$ cat src/rtl/debug_unit.sv
// UART debug unit: loads program words, runs or single-steps the core, then dumps PC/registers/memory.
// Optional macro DEBUG_CYCLE_COUNT_EN adds a saturating enabled-cycle counter to the dump after the PC.
`ifndef ADDRWIDTH
`define ADDRWIDTH 32
`endif

module debug_unit #(
  parameter int NB_DATA     = 32,
  parameter int NB_REG      = 5,
  parameter int N_REGISTER  = 32,
  parameter int N_MEM_WORDS = 16,
  parameter int N_BITS      = 8
) (
  input  logic                  clock,
  input  logic                  i_reset,
  input  logic [N_BITS-1:0]     i_rx_data,
  input  logic                  i_rx_done,
  input  logic                  i_tx_done,
  output logic [N_BITS-1:0]     o_tx_data,
  output logic                  o_tx_start,
  output logic [NB_DATA-1:0]    o_im_data,
  output logic [`ADDRWIDTH-1:0] o_im_addr,
  output logic                  o_im_enable_write,
  output logic                  o_en_read,
  output logic                  o_debug_unit,
  output logic                  o_enable_pipe,
  output logic                  o_enable_mem,
  output logic                  o_dm_enable_read,
  output logic [NB_REG-1:0]     o_br_addr,
  output logic                  o_br_enable,
  output logic [`ADDRWIDTH-1:0] o_dm_addr,
  output logic                  o_dm_enable,
  output logic                  o_dm_enable_addr,
  input  logic [`ADDRWIDTH-1:0] i_send_pc,
  input  logic [NB_DATA-1:0]    i_data_reg,
  input  logic [NB_DATA-1:0]    i_data_mem,
  input  logic                  i_halt
);
  localparam int AW = `ADDRWIDTH;
`ifdef DEBUG_CYCLE_COUNT_EN
  localparam int HDR = 2;
`else
  localparam int HDR = 1;
`endif
  localparam int DUMP_WORDS = HDR + N_REGISTER + N_MEM_WORDS;
  localparam int DW  = $clog2(DUMP_WORDS + 1);
  localparam int BPW = NB_DATA / N_BITS;
  localparam int BW  = $clog2(BPW);
  localparam logic [DW-1:0] REG_BASE  = DW'(HDR);
  localparam logic [DW-1:0] MEM_BASE  = DW'(HDR + N_REGISTER);
  localparam logic [DW-1:0] LAST_WORD = DW'(DUMP_WORDS - 1);
  localparam logic [BW-1:0] LAST_BYTE = BW'(BPW - 1);
  localparam logic [N_BITS-1:0] CMD_LOAD = N_BITS'('h4C);
  localparam logic [N_BITS-1:0] CMD_RUN  = N_BITS'('h43);
  localparam logic [N_BITS-1:0] CMD_STEP = N_BITS'('h53);

  typedef enum logic [3:0] {
    IDLE, LOAD_CNT, LOAD_BYTE, LOAD_WRITE, RUN, STEP, DUMP_FETCH, DUMP_SEND, DUMP_WAIT
  } state_t;

  state_t             state_q, state_d;
  logic [N_BITS-1:0]  cnt_q, cnt_d;
  logic [N_BITS-1:0]  widx_q, widx_d;
  logic [BW-1:0]      bidx_q, bidx_d;
  logic [NB_DATA-1:0] im_data_q, im_data_d;
  logic [DW-1:0]      didx_q, didx_d;
  logic               fetch_wait_q, fetch_wait_d;
  logic [NB_DATA-1:0] tx_word_q, tx_word_d;
  logic [NB_DATA-1:0] pc_ext, hdr_word;
  logic [DW-1:0]      mem_idx;
  logic               pipe_en, reg_phase, mem_phase;
  logic [N_BITS-1:0]  tx_bytes [BPW];

  assign pc_ext  = NB_DATA'(i_send_pc);
  assign mem_idx = didx_q - MEM_BASE;

`ifdef DEBUG_CYCLE_COUNT_EN
  logic [31:0] cycles_q, cycles_d;

  // Cleared by an 'L' command; sticks at all-ones instead of wrapping.
  always_comb begin
    cycles_d = cycles_q;
    if (state_q == IDLE && i_rx_done && i_rx_data == CMD_LOAD) cycles_d = '0;
    else if (pipe_en && cycles_q != '1) cycles_d = cycles_q + 32'd1;
  end

  always_ff @(posedge clock) begin
    if (i_reset) cycles_q <= '0;
    else         cycles_q <= cycles_d;
  end

  assign hdr_word = (didx_q == '0) ? pc_ext : NB_DATA'(cycles_q);
`else
  assign hdr_word = pc_ext;
`endif

  // Byte lanes of the word being transmitted, lane 0 = MSB.
  for (genvar gi = 0; gi < BPW; gi++) begin : g_tx_lane
    assign tx_bytes[gi] = tx_word_q[NB_DATA-1-gi*N_BITS -: N_BITS];
  end

  always_ff @(posedge clock) begin
    if (i_reset) begin
      state_q      <= IDLE;
      cnt_q        <= '0;
      widx_q       <= '0;
      bidx_q       <= '0;
      im_data_q    <= '0;
      didx_q       <= '0;
      fetch_wait_q <= 1'b0;
      tx_word_q    <= '0;
    end else begin
      state_q      <= state_d;
      cnt_q        <= cnt_d;
      widx_q       <= widx_d;
      bidx_q       <= bidx_d;
      im_data_q    <= im_data_d;
      didx_q       <= didx_d;
      fetch_wait_q <= fetch_wait_d;
      tx_word_q    <= tx_word_d;
    end
  end

  always_comb begin
    state_d      = state_q;
    cnt_d        = cnt_q;
    widx_d       = widx_q;
    bidx_d       = bidx_q;
    im_data_d    = im_data_q;
    didx_d       = didx_q;
    fetch_wait_d = fetch_wait_q;
    tx_word_d    = tx_word_q;
    case (state_q)
      IDLE: begin
        widx_d       = '0;
        bidx_d       = '0;
        didx_d       = '0;
        fetch_wait_d = 1'b0;
        if (i_rx_done) begin
          if (i_rx_data == CMD_LOAD)      state_d = LOAD_CNT;
          else if (i_rx_data == CMD_RUN)  state_d = RUN;
          else if (i_rx_data == CMD_STEP) state_d = STEP;
        end
      end
      LOAD_CNT: if (i_rx_done) begin
        cnt_d   = i_rx_data;
        state_d = (i_rx_data == '0) ? IDLE : LOAD_BYTE;
      end
      LOAD_BYTE: if (i_rx_done) begin
        im_data_d = {im_data_q[NB_DATA-N_BITS-1:0], i_rx_data};
        bidx_d    = bidx_q + BW'(1);
        if (bidx_q == LAST_BYTE) state_d = LOAD_WRITE;
      end
      LOAD_WRITE: begin
        if (widx_q + N_BITS'(1) == cnt_q) begin
          state_d = IDLE;
        end else begin
          widx_d  = widx_q + N_BITS'(1);
          state_d = LOAD_BYTE;
        end
      end
      RUN:  if (i_halt) state_d = DUMP_FETCH;
      STEP: state_d = DUMP_FETCH;
      DUMP_FETCH: begin
        // Header words are local; register/memory words need one cycle of read latency.
        if (didx_q < REG_BASE) begin
          tx_word_d = hdr_word;
          state_d   = DUMP_SEND;
        end else if (!fetch_wait_q) begin
          fetch_wait_d = 1'b1;
        end else begin
          fetch_wait_d = 1'b0;
          tx_word_d    = (didx_q < MEM_BASE) ? i_data_reg : i_data_mem;
          state_d      = DUMP_SEND;
        end
      end
      DUMP_SEND: state_d = DUMP_WAIT;
      DUMP_WAIT: if (i_tx_done) begin
        bidx_d = bidx_q + BW'(1);
        if (bidx_q != LAST_BYTE) begin
          state_d = DUMP_SEND;
        end else if (didx_q == LAST_WORD) begin
          state_d = IDLE;
        end else begin
          didx_d  = didx_q + DW'(1);
          state_d = DUMP_FETCH;
        end
      end
      default: state_d = IDLE;
    endcase
  end

  always_comb begin
    pipe_en   = (state_q == RUN || state_q == STEP) && !i_halt;
    reg_phase = (state_q == DUMP_FETCH) && didx_q >= REG_BASE && didx_q < MEM_BASE;
    mem_phase = (state_q == DUMP_FETCH) && didx_q >= MEM_BASE;

    o_debug_unit      = (state_q == LOAD_CNT || state_q == LOAD_BYTE || state_q == LOAD_WRITE);
    o_en_read         = !o_debug_unit;
    o_im_data         = im_data_q;
    o_im_addr         = AW'({widx_q, 2'b00});
    o_im_enable_write = (state_q == LOAD_WRITE);
    o_enable_pipe     = pipe_en;
    o_enable_mem      = pipe_en || mem_phase;
    o_dm_enable_read  = mem_phase;
    o_br_enable       = reg_phase;
    o_br_addr         = reg_phase ? NB_REG'(didx_q - REG_BASE) : '0;
    o_dm_enable       = mem_phase;
    o_dm_enable_addr  = mem_phase;
    o_dm_addr         = mem_phase ? AW'({mem_idx, 2'b00}) : '0;
    o_tx_start        = (state_q == DUMP_SEND);
    o_tx_data         = (state_q == DUMP_SEND || state_q == DUMP_WAIT) ? tx_bytes[bidx_q] : '0;
  end

endmodule

$ cat config.mk
export PLATFORM = sky130hd
export DESIGN_NAME = debug_unit
export DESIGN_NICKNAME = d
export VERILOG_FILES = /design/src/rtl/debug_unit.sv
export SDC_FILE = /design/constraint.sdc
export NUM_CORES = 1
export LEC_CHECK = 0
export ABC_AREA = 0
export CAP_MARGIN = 40
export CORE_MARGIN = 5
export CORE_UTILIZATION = 41
export CTS_BUF_LIST = sky130_fd_sc_hd__clkbuf_8
export CTS_CLUSTER_DIAMETER = 60
export DETAILED_ROUTE_END_ITERATION = 8
export PLACE_DENSITY_LB_ADDON = 0.08
export SLEW_MARGIN = 20
export SYNTH_ARGS = -nofsm -noshare
export SYNTH_HDL_FRONTEND = slang
export SYNTH_SLANG_ARGS = --single-unit
$ cat constraint.sdc
create_clock -name clock -period 2.2 [get_ports clock]
set_input_delay 0.66 -clock clock [delete_from_list [all_inputs] [get_ports clock]]
set_output_delay 0.66 -clock clock [all_outputs]
set_load 0.005 [all_outputs]
After elaboration in Yosys (flattened, before gate mapping)

Index checks and enable logic that the tools add are counted.

Add/subtract/negate cells: 5
Magnitude comparators: 5
Equal/unequal tests: 27
Mux-type cells: 37
Bitwise gates (word level): 1
Reductions and logical operators: 26

Operators by type and width:

| cell                | count |
|---|---|
| $mux 32             | 3 |
| $mux 4              | 11 |
| $mux 8              | 5 |
| $pmux 4 s9          | 1 |
| $eq 8x7->1 const B  | 3 |
| $ne 2x2->1 const B  | 11 |
| $mux 6              | 3 |
| $bmux 8 s2          | 1 |
| $eq 4x3->1 const B  | 4 |
| $pmux 8 s2          | 1 |
| $pmux 6 s2          | 1 |
| $reduce_and 2->1    | 5 |
| $add 8x1->8 const B | 1 |
| $eq 4x2->1 const B  | 2 |
| $eq 8x8->1          | 1 |
| $logic_not 8->1     | 1 |
| $mux 2              | 4 |
| $reduce_and 8->1    | 1 |
| $reduce_bool 2->1   | 4 |
| $add 6x1->6 const B | 1 |
| $eq 6x6->1 const B  | 1 |
| $ge 6x1->1 const B  | 1 |
| $ge 6x6->1 const B  | 1 |
| $lt 6x1->1 const B  | 1 |
| other kinds (23)    | 33 |

Bits in registers: 93
Bits of input ports: 109
Output and inout port bits: 119
Logic and storage cells: 109

Longest topological paths before layout

Gate-level depths: netlist of run 1.

Depth after elaboration: 6
Gate-level depth with buffers: 10
Gate-level depth less buffers: 8

Worst setup path after synthesis of run 1

No wires, ideal clock.

Path type: reg-to-output
Start: register didx_q[0]
End: output port o_dm_enable_addr
Arrival: 1.789 ns
Data required time: 1.540 ns
Path slack: -0.249 ns
Cell stages (with the launch flop): 9
Buffers on the path: 3
Cells stage by stage: dfxtp_1 > inv_1 > ha_1 > nand3b_2 > buf_2 > buf_2 > o211ai_1 > inv_1 > buf_4

Longest elaborated chain between the ends: 2

Ends and longest elaborated chain:

| element                | RTL line | source |
|---|---|---|
| start, declared        | 66       | `logic [DW-1:0] didx_q, didx_d;` |
| start signal, assigned | 118      | `didx_q <= didx_d;` |
| $ge 6x6->1             | 196      | `mem_phase = (state_q == DUMP_FETCH) && didx_q >= MEM_BASE;` |
| $logic_and 1x1->1      | 196      |  |
| end, declared          | 33       | `output logic o_dm_enable_addr,` |

Every way passes these cells.

Final worst setup path of run 1

Start: register didx_q[0]
End: output port o_dm_addr[6]

Longest elaborated chain between the ends: 3
Elaborated cells on any way between the ends: 4
Classes of those cells: add/sub (1); order compare (1); mux (1); reduce/logical (1)

Ends and longest elaborated chain:

| element           | RTL line | source |
|---|---|---|
| $ge 6x6->1        | 196      |  |
| $logic_and 1x1->1 | 196      |  |
| $mux 8 (*)        | 210      | `o_dm_addr = mem_phase ? AW'({mem_idx, 2'b00}) : '0;` |
| end, declared     | 31       | `` output logic [`ADDRWIDTH-1:0] o_dm_addr, `` |

Every way passes the cells marked *; elsewhere a longest branch is shown, timed or not.

==> flow_summary.yaml, run 1 <==
logic_synthesis:
  synthSimpleGateAreaFrac_pct: 26.4
  synth_area_sq_mm: 0.00573
  yosysWarnings: 0
  yosysSeqAreaShare_pct: 32.5
  synth_xor_area_share_pct: 2.44
  synth.area.top_cells: "dfxtp_1 32%, nand2_1 9.5%, a21oi_1 6.9%"
  synth-seq-cells: 93
  synth_edf_count: 0
  synthAdderAreaFrac_pct: 1.31
  synth_compound_area_share_pct: 20.8
  muxShareOfSynthArea_pct: 4.89
  post_synth.cell_area_avg_sq_um: 7.60
  synth_largest_area_cell: "dfxtp_1"
  synth_cell_types: 60
  ys.flop_type: "dfxtp_1"
  synthArstFlopShare_pct: 0
  synth_top_area_share_pct: 32.5
  synth_cells: 754
  synth_top_family_by_area: "simple AND/OR/NAND/NOR gates"
hold_path:
  holdPathStages: 2
  hold_class: "reg2reg"
  hp-start: "o_im_data[27]$_SDFFE_PP0P_"
  hold_end: "o_im_data[27]$_SDFFE_PP0P_"
pwr:
  vdd_drop_max_uv: 260
  p_leak_uw: 0.00336
  totalPowerFinal_uw: 3900
  cellPowerDensity_mw_per_mm2: 460
layout:
  fin_area_sq_mm: 0.00847
  finalNonFillerCells: 1158
  diodes: 0
  drive_gt1_share_pct: 21.1
  syn_to_final_growth_pct: 47.8
  fin_nets: 1088
worst_setup_path:
  critPathMaxFanout: 4
  critPathKind: "reg2out"
  worstSetupStartpointType: "register"
  cp.required_ns: 1.54
  rrSetupSlack_ns: -0.04
  crit_path_end_kind: "primary output"
  startpoint: "didx_q[0]$_SDFFE_PP0P_"
  timing.rr.end: "widx_q[4]$_SDFFE_PP0P_"
  cp.arrival_ns: 1.75
  worstRegToRegCells: 9
  timing.rr.start: "widx_q[1]$_SDFFE_PP0P_"
sta:
  setup_viol_count_final: 26
  fin_ws_ns: -0.212
  holdWs_ns: 0.462
  rsz0062_at_grt: "yes"
  fmax_mhz: 415
  relSlewSlack_pct: 60.9
  tightest_slew_ns: 0.587
  finalHoldViolCount: 0
  fin_skew_ns: 0.0132
  slew_viol_final: 0
  fin_crit_sh_pct: 110
  period_needed_ns: 2.41
clock_network:
  cts_tree: "done"
  numCtsBuffers: 9
  cts_sinks: 93
  htreeDepth: 3
  insertion_delay_ns: 0.37
  clk_pin_slew_worst_paths_ns: 0.10
  clock_tree.buffer_depth: 2
  cts_root_buf: "clkbuf_8"
floorplan:
  chipWidth_um: 128
  rows: 43
  coreArea_sq_mm: 0.0138
  start_util_pct: 41.6
  dieArea_sq_mm: 0.0164
  die_height_um: 128
  io_pins: 228
global_routing:
  gr-usage-all-layers_pct: 19.8
  antenna_found_initial: 0
  grt_remaining_overflow: 0
  grt_pass1_vias: 5706
  grt_pass1_wl_um: 26800
  grt_max_degree: 66
route:
  finalWirelength_um: 17500
  vias: 5926
  drtIter0Drc: 334
  first_pass_iters: 5
  post_drt_wl_per_cell_um: 15.1
  ant_nets: 0
  via_per_inst: 5.12
  drc: 0
run_status:
  violations: "setup timing"
  outcome: "complete, but fails checks"
run:
  drv_cap: 0
placed_design:
  place_area_sq_mm: 0.00790
  io_buffers: 177
  placed_cells: 1122
  gp_congestion: 0.858
  dp_hpwl_um: 13000
==> cells by family (layout without fill, tap and decap cells) <==
| logic type | count (synthesis) | count (layout) |
|---|---|---|
| AND/OR/NAND/NOR | 322 | 322 |
| flip-flops | 93 | 93 |
| other | 1 | 50 |
| multiplexers | 18 | 18 |
| AO/OA/AOI/OAI | 180 | 180 |
| adder cells (fa/ha/maj) | 6 | 6 |
| buffers and inverters | 118 | 293 |
| XOR/XNOR | 16 | 16 |
==> how the worst max path moves through the flow <==
| stage | slack (ns) | end |
|---|---|---|
| after detailed placement | -0.48 | o_enable_mem |
| after CTS | -0.20 | o_dm_addr[4] |
| after global routing | -0.33 | o_dm_addr[4] |
| final | -0.21 | o_dm_addr[6] |
| after floorplan | -0.11 | o_dm_enable_addr |
| after global placement | -0.47 | o_enable_mem |
==> per-layer routing <==
layer | global-route usage (%) | wire, um | vias to the layer above | part of all wire, %
met1 | 23.0 | 7010 | 2776 | 40
met5 | 0 | 0 | - | 0
met4 | 3.68 | 156 | 0 | 0.89
met3 | 5.29 | 1090 | 14 | 6.2
li1 | - | - | 2966 | -
met2 | 36.5 | 9220 | 170 | 53
==> where the power goes <==
part | switching, uW | internal, uW
combinational | 412 | 513
sequential | 38.1 | 1710
clock | 672 | 551
==> worst max-delay path, stage by stage (launching register included) <==
cell	delay [ns]
dfxtp_2	0.35
inv_2	0.08
ha_4	0.15
nand3b_4	0.09
o211ai_1	0.26
buf_4	0.19
buf_6	0.10
nor2_2	0.03
buf_2	0.13
==> cells in the mapped netlist (all sizes together) (2+ instances only) <==
library cell,number
nand2,145
dfxtp,93
a21oi,79
buf,72
nor2,72
a311oi,36
and2,34
clkbuf,34
a211oi,32
inv,12
nor2b,12
mux2i,10
nand2b,10
nand3,10
xor2,9
mux4,8
nor3,8
o21ai,8
xnor2,7
ha,6
nand4,6
and3,5
o22ai,5
nand4b,4
a211o,3
nand3b,3
nor4,3
or3,3
or4,3
a21o,2
a31oi,2
nor4b,2
o211ai,2
==> through the flow <==
stage | util (%) | worst slack, ns | TNS (ns)
6_report | 61.5 | -0.212 | -3.72
2_1_floorplan | - | -0.107 | -0.215
4_1_cts | 59.6 | -0.203 | -3.63
3_5_place_dp | 57.3 | -0.485 | -4.92
3_3_place_gp | 57.3 | -0.467 | -4.79
5_1_grt | 61.5 | -0.330 | -6.93
==> flip-flops by register name, summed over array words and instances (netlist names) <==
name	cells
o_im_data	32
tx_bytes	32
cnt_q	8
widx_q	8
didx_q	6
state_q	4
bidx_q	2
fetch_wait_q	1
==> layout by cell type, fill, tap and decap left out, drive strengths merged, types with 3 or more instances in the layout <==
cell           Yosys  final
clkdlybuf4s50      0    146
nand2            145    145
buf               72    113
dfxtp             93     93
a21oi             79     79
nor2              72     72
conb               1     50
a311oi            36     36
and2              34     34
a211oi            32     32
inv               12     16
nor2b             12     12
mux2i             10     10
nand2b            10     10
nand3             10     10
clkbuf            34      9
xor2               9      9
mux4               8      8
o21ai              8      8
nor3               8      8
xnor2              7      7
nand4              6      6
ha                 6      6
and3               5      5
o22ai              5      5
dlygate4sd2        0      5
nand4b             4      4
nor4               3      3
a211o              3      3
or4                3      3
nand3b             3      3
or3                3      3
==> repair_timing <==
item | 4_1_cts | 5_1_grt
endpoints found under the hold margin | 0 | 0
gates cloned | 0 | 0
pin swaps | 10 | 11
gates resized for setup | 145 | 40
buffers inserted | 13 | 8
hold buffers | 0 | 0
endpoints found under the setup margin | 33 | 64
==> layout make-up <==
cell class | count | area (sq um)
fill | 1215 | 5300
multi-input combinational | 592 | 3640
timing repair buffer | 265 | 2470
sequential | 93 | 1880
tap | 180 | 225
clock buffer | 9 | 124
clock inverter | 7 | 88.8
inverter | 12 | 47.5
Note: power is estimated with default switching activity, not from simulation.
==> run 2: changes to the inputs <==
CORE_UTILIZATION = 35   (was 41)
DONT_BUFFER_PORTS = 1   (was not set)
==> run 2 against run 1 <==
The run still ends with setup timing left. Sequential power is essentially flat. Final area shrank 21%. Clock skew shrank 0.00062 ns. Routed wire length shrank 3.1%. Global-route usage shrank 2.7 points. Non-clock buffer count shrank 204. Sequential cell count is the same. Total power shrank 7.4%. Critical path depth shrank 2. Die area grew 16%. Register-to-register slack gained 0.11 ns.
==> flow_summary.yaml, run 2 (synthesis results as in run 1) <==
run_status:
  outcome: "complete, but fails checks"
  violations: "setup timing"
worst_setup_path:
  critPathMaxFanout: 3
  timing.rr.start: "widx_q[0]$_SDFFE_PP0P_"
  critPathKind: "reg2out"
  cp.required_ns: 1.54
  timing.rr.end: "widx_q[6]$_SDFFE_PP0P_"
  worstSetupStartpointType: "register"
  rrSetupSlack_ns: 0.07
  crit_path_end_kind: "primary output"
  worstRegToRegCells: 8
  cp.arrival_ns: 1.68
pwr:
  vdd_drop_max_uv: 271
  totalPowerFinal_uw: 3610
  cellPowerDensity_mw_per_mm2: 540
  p_leak_uw: 0.00250
clock_network:
  clk_pin_slew_worst_paths_ns: 0.10
  cts_root_buf: "clkbuf_8"
  numCtsBuffers: 9
  insertion_delay_ns: 0.37
  cts_sinks: 93
  htreeDepth: 3
  clock_tree.buffer_depth: 2
  cts_tree: "done"
floorplan:
  coreArea_sq_mm: 0.0160
  rows: 46
  dieArea_sq_mm: 0.0190
  chipWidth_um: 138
  die_height_um: 138
  start_util_pct: 35.8
  io_pins: 228
placed_design:
  pre_cts_slack_ns: 0.0721
  dp_hpwl_um: 12500
  io_buffers: 0
  placed_cells: 953
  gp_congestion: 0.871
sta:
  fin_tns_setup_ns: -1.49
  setup_viol_count_final: 16
  period_needed_ns: 2.34
  rsz0062_at_grt: "yes"
  fmax_mhz: 427
  fin_ws_ns: -0.142
  finalHoldViolCount: 0
  slew_viol_final: 0
  fin_crit_sh_pct: 106
  holdWs_ns: 0.363
  fin_skew_ns: 0.0125
global_routing:
  grt_max_degree: 99
  antenna_found_initial: 0
  grt_remaining_overflow: 0
  grt_pass1_wl_um: 25800
  grt_pass1_vias: 4925
  gr-usage-all-layers_pct: 17.1
layout:
  drive_gt1_share_pct: 19.9
  syn_to_final_growth_pct: 16.7
  fin_nets: 884
  finalNonFillerCells: 990
  final_cell_mix: "141 x nand2_1, 82 x dfxtp_1, 78 x a21oi_1, 57 x nor2_1"
  final_common_cell: "nand2_1"
  diodes: 0
  fill_cells: 1670
hold_path:
  holdPathStages: 1
  hp-start: "i_reset"
  hold_end: "widx_q[0]$_SDFFE_PP0P_"
  hold_class: "in2reg"
route:
  ant_nets: 0
  post_drt_wl_per_cell_um: 17.1
  vias: 5186
  via_per_inst: 5.24
  first_pass_iters: 4
  drtIter0Drc: 259
  drc: 0
  finalWirelength_um: 16900
run:
  drv_cap: 0
run 2: cell types whose count changed in the layout (fill, tap and decap cells not counted), moves of 4 or more:
cell and change:
nor2b_1 -4, nor2_2 -5, dlygate4sd2_1 -5, buf_6 -10, clkdlybuf4s50_1 -146, buf_2 -20
buf_4 -20, nor2_4 +8
run 2: routing by layer:
metal  wire [um]  global-route usage (%)
met5           0                       0
met4         112                    3.90
met3        1290                    5.33
met2        8780                    30.4
met1        6760                    20.2
run 2: worst max path at each step:
stage	slack, ns	cells after the start	endpoint	startpoint
6_report	-0.14	6	o_dm_addr[7]	didx_q[0]$_SDFFE_PP0P_
5_1_grt	-0.22	6	o_dm_enable_read	didx_q[0]$_SDFFE_PP0P_
4_1_cts	-0.13	5	o_dm_addr[7]	didx_q[0]$_SDFFE_PP0P_
3_5_place_dp	0.07	8	widx_q[6]$_SDFFE_PP0P_	widx_q[1]$_SDFFE_PP0P_
3_3_place_gp	0.13	5	state_q[0]$_SDFFE_PP0P_	i_rx_data[2]
2_1_floorplan	-0.11	8	o_dm_enable_addr	didx_q[3]$_SDFFE_PP0P_
run 2: timing repair:
action	in CTS	in global routing
pin swaps	8	12
endpoints found under the setup margin	25	33
resized for setup	31	54
buffers inserted	10	11
hold buffers	0	0
run 2: stage by stage:
step                cell area, sq um  utilization [%]
floorplan                       5960                -
global placement                5950             37.2
detailed placement              5950             37.2
CTS                             6380             39.9
global route                    6690             41.8
finish                          6690             41.8
run 2: final cells by class:
| class | count | area (sq um) | share of cell area (%) |
|---|---|---|---|
| clock buffers | 9 | 124 | 1.85 |
| clock inverters | 7 | 110 | 1.65 |
| inverters | 12 | 47.5 | 0.711 |
| multi-input cells | 592 | 3700 | 55.3 |
| well taps | 216 | 270 | 4.04 |
| repair buffers | 61 | 552 | 8.25 |
| flip-flops and latches | 93 | 1880 | 28.2 |
run 2: power breakdown:
group	total [uW]	internal, uW	switching, uW
logic	549	239	310
clock network	1310	657	654
registers	1750	1710	38.0
total	3610	2610	1000
run 2: critical path: stages, from the launching register on:
cell and delay (ns):
dfxtp_2 0.35, inv_2 0.06, ha_4 0.17, nand3b_4 0.09
o211ai_1 0.17, nor4b_2 0.31, buf_4 0.17
==> run 3: changes to the inputs <==
SKIP_CTS_REPAIR_TIMING = 1   (was not set)
==> run 3 against run 2 <==
The run still ends with setup timing left. Setup slack better by 0.043 ns. Routed wire length down 1.2%. Sequential power about the same. Clock skew down 0.0022 ns. Global-route usage down 0.26 points. Core utilization down 0.59 points. Clock power about the same. Clock-buffer cell count unchanged. Via count down 0.94%. Critical path type unchanged.
==> flow_summary.yaml, run 3 (synthesis results as in run 1) <==
worst_setup_path:
  cp.required_ns: 1.54
  cp.arrival_ns: 1.64
  critPathMaxFanout: 7
  crit_path_end_kind: "primary output"
  worstSetupStartpointType: "register"
  critPathKind: "reg2out"
floorplan:
  dieArea_sq_mm: 0.0190
  io_pins: 228
  rows: 46
  coreArea_sq_mm: 0.0160
  start_util_pct: 35.8
  chipWidth_um: 138
  die_height_um: 138
layout:
  drive_gt1_share_pct: 18.7
  fin_area_sq_mm: 0.00659
  final_common_cell: "nand2_1"
  final_cell_mix: "142 x nand2_1, 83 x dfxtp_1, 78 x a21oi_1, 57 x nor2_1, 50 x conb_1"
  diodes: 0
  fin_nets: 879
  syn_to_final_growth_pct: 15.0
  finalNonFillerCells: 985
  final_util_pct: 41.2
sta:
  rsz0062_at_grt: "yes"
  setup_viol_count_final: 16
  fin_skew_ns: 0.0103
  fin_tns_setup_ns: -1.06
  period_needed_ns: 2.30
  fin_ws_ns: -0.0988
  finalHoldViolCount: 0
  fin_crit_sh_pct: 104
  fmax_mhz: 435
  slew_viol_final: 0
route:
  drtIter0Drc: 264
  vias: 5137
  post_drt_wl_per_cell_um: 17.0
  drc: 0
  via_per_inst: 5.22
  ant_nets: 0
  first_pass_iters: 4
  finalWirelength_um: 16700
global_routing:
  grt_pass1_wl_um: 25400
  grt_max_degree: 99
  gr-usage-all-layers_pct: 16.8
  antenna_found_initial: 0
  grt_pass1_vias: 4846
  grt_remaining_overflow: 0
placed_design:
  placed_cells: 953
  io_buffers: 0
  place_area_sq_mm: 0.00595
  pre_cts_slack_ns: 0.0721
  gp_congestion: 0.871
  dp_hpwl_um: 12500
clock_network:
  cts_sinks: 93
  cts_root_buf: "clkbuf_8"
  insertion_delay_ns: 0.37
  clk_pin_slew_worst_paths_ns: 0.10
  numCtsBuffers: 9
  cts_tree: "done"
  htreeDepth: 3
  clock_tree.buffer_depth: 2
pwr:
  p_leak_uw: 0.00247
  vdd_drop_max_uv: 260
  cellPowerDensity_mw_per_mm2: 546
run_status:
  violations: "setup timing"
  outcome: "complete, but fails checks"
run:
  drv_cap: 0
hold_path:
  hold_class: "in2reg"
==> run 3: changes by cell type in the layout (fill, tap and decap cells not counted), moves of 2 or more <==
cell / change
buf_6: +2
buf_4: -6
nor3_2: +2
nor3_4: -2
nor2_2: +3
nor2_4: -3
inv_2: -2
dfxtp_2: -2
==> run 3: layout make-up <==
| type | count | area [sq um] |
|---|---|---|
| Multi-Input combinational cell | 592 | 3640 |
| Timing Repair Buffer | 56 | 509 |
| Tap cell | 216 | 270 |
| Inverter | 12 | 50.0 |
| Clock buffer | 9 | 124 |
| Clock inverter | 7 | 110 |
| Sequential cell | 93 | 1880 |
| Fill cell | 1689 | 9410 |
==> run 3: metrics by stage <==
step | total power (uW) | hold WS, ns
2_1_floorplan | 2200 | 0.451
3_5_place_dp | 2280 | 0.467
6_report | 3600 | 0.358
4_1_cts | 3620 | 0.324
5_1_grt | 3810 | 0.333
3_3_place_gp | 2270 | 0.461
==> run 3: worst paths after layout <==
kind | startpoint | endpoint | slack [ns] | cells after the start
setup reg to reg | widx_q[0]$_SDFFE_PP0P_ | widx_q[6]$_SDFFE_PP0P_ | 0.07 | 8
setup / recovery | didx_q[1]$_SDFFE_PP0P_ | o_enable_mem | -0.1 | 6
hold reg to reg | o_im_data[31]$_SDFFE_PP0P_ | o_im_data[31]$_SDFFE_PP0P_ | 0.48 | 2
hold / removal | i_reset | widx_q[3]$_SDFFE_PP0P_ | 0.36 | 1
==> run 3: critical path: stages (launching register included) <==
cell and delay (ns):
dfxtp_4 0.38, inv_4 0.07, ha_4 0.16, nand3b_4 0.08, o211ai_1 0.27, buf_4 0.25
nand2_2 0.07
==> run 3: metal layers <==
metal | GRT usage [%] | routed length, um
met5 | 0 | 0
met4 | 3.90 | 117
met3 | 5.30 | 1220
met2 | 29.9 | 8600
met1 | 19.8 | 6800
==> run 3: report_power, final <==
| group | switching, uW | total, uW | internal, uW |
|---|---|---|---|
| registers | 33.7 | 1740 | 1710 |
| clock network | 658 | 1310 | 657 |
| logic | 306 | 538 | 232 |
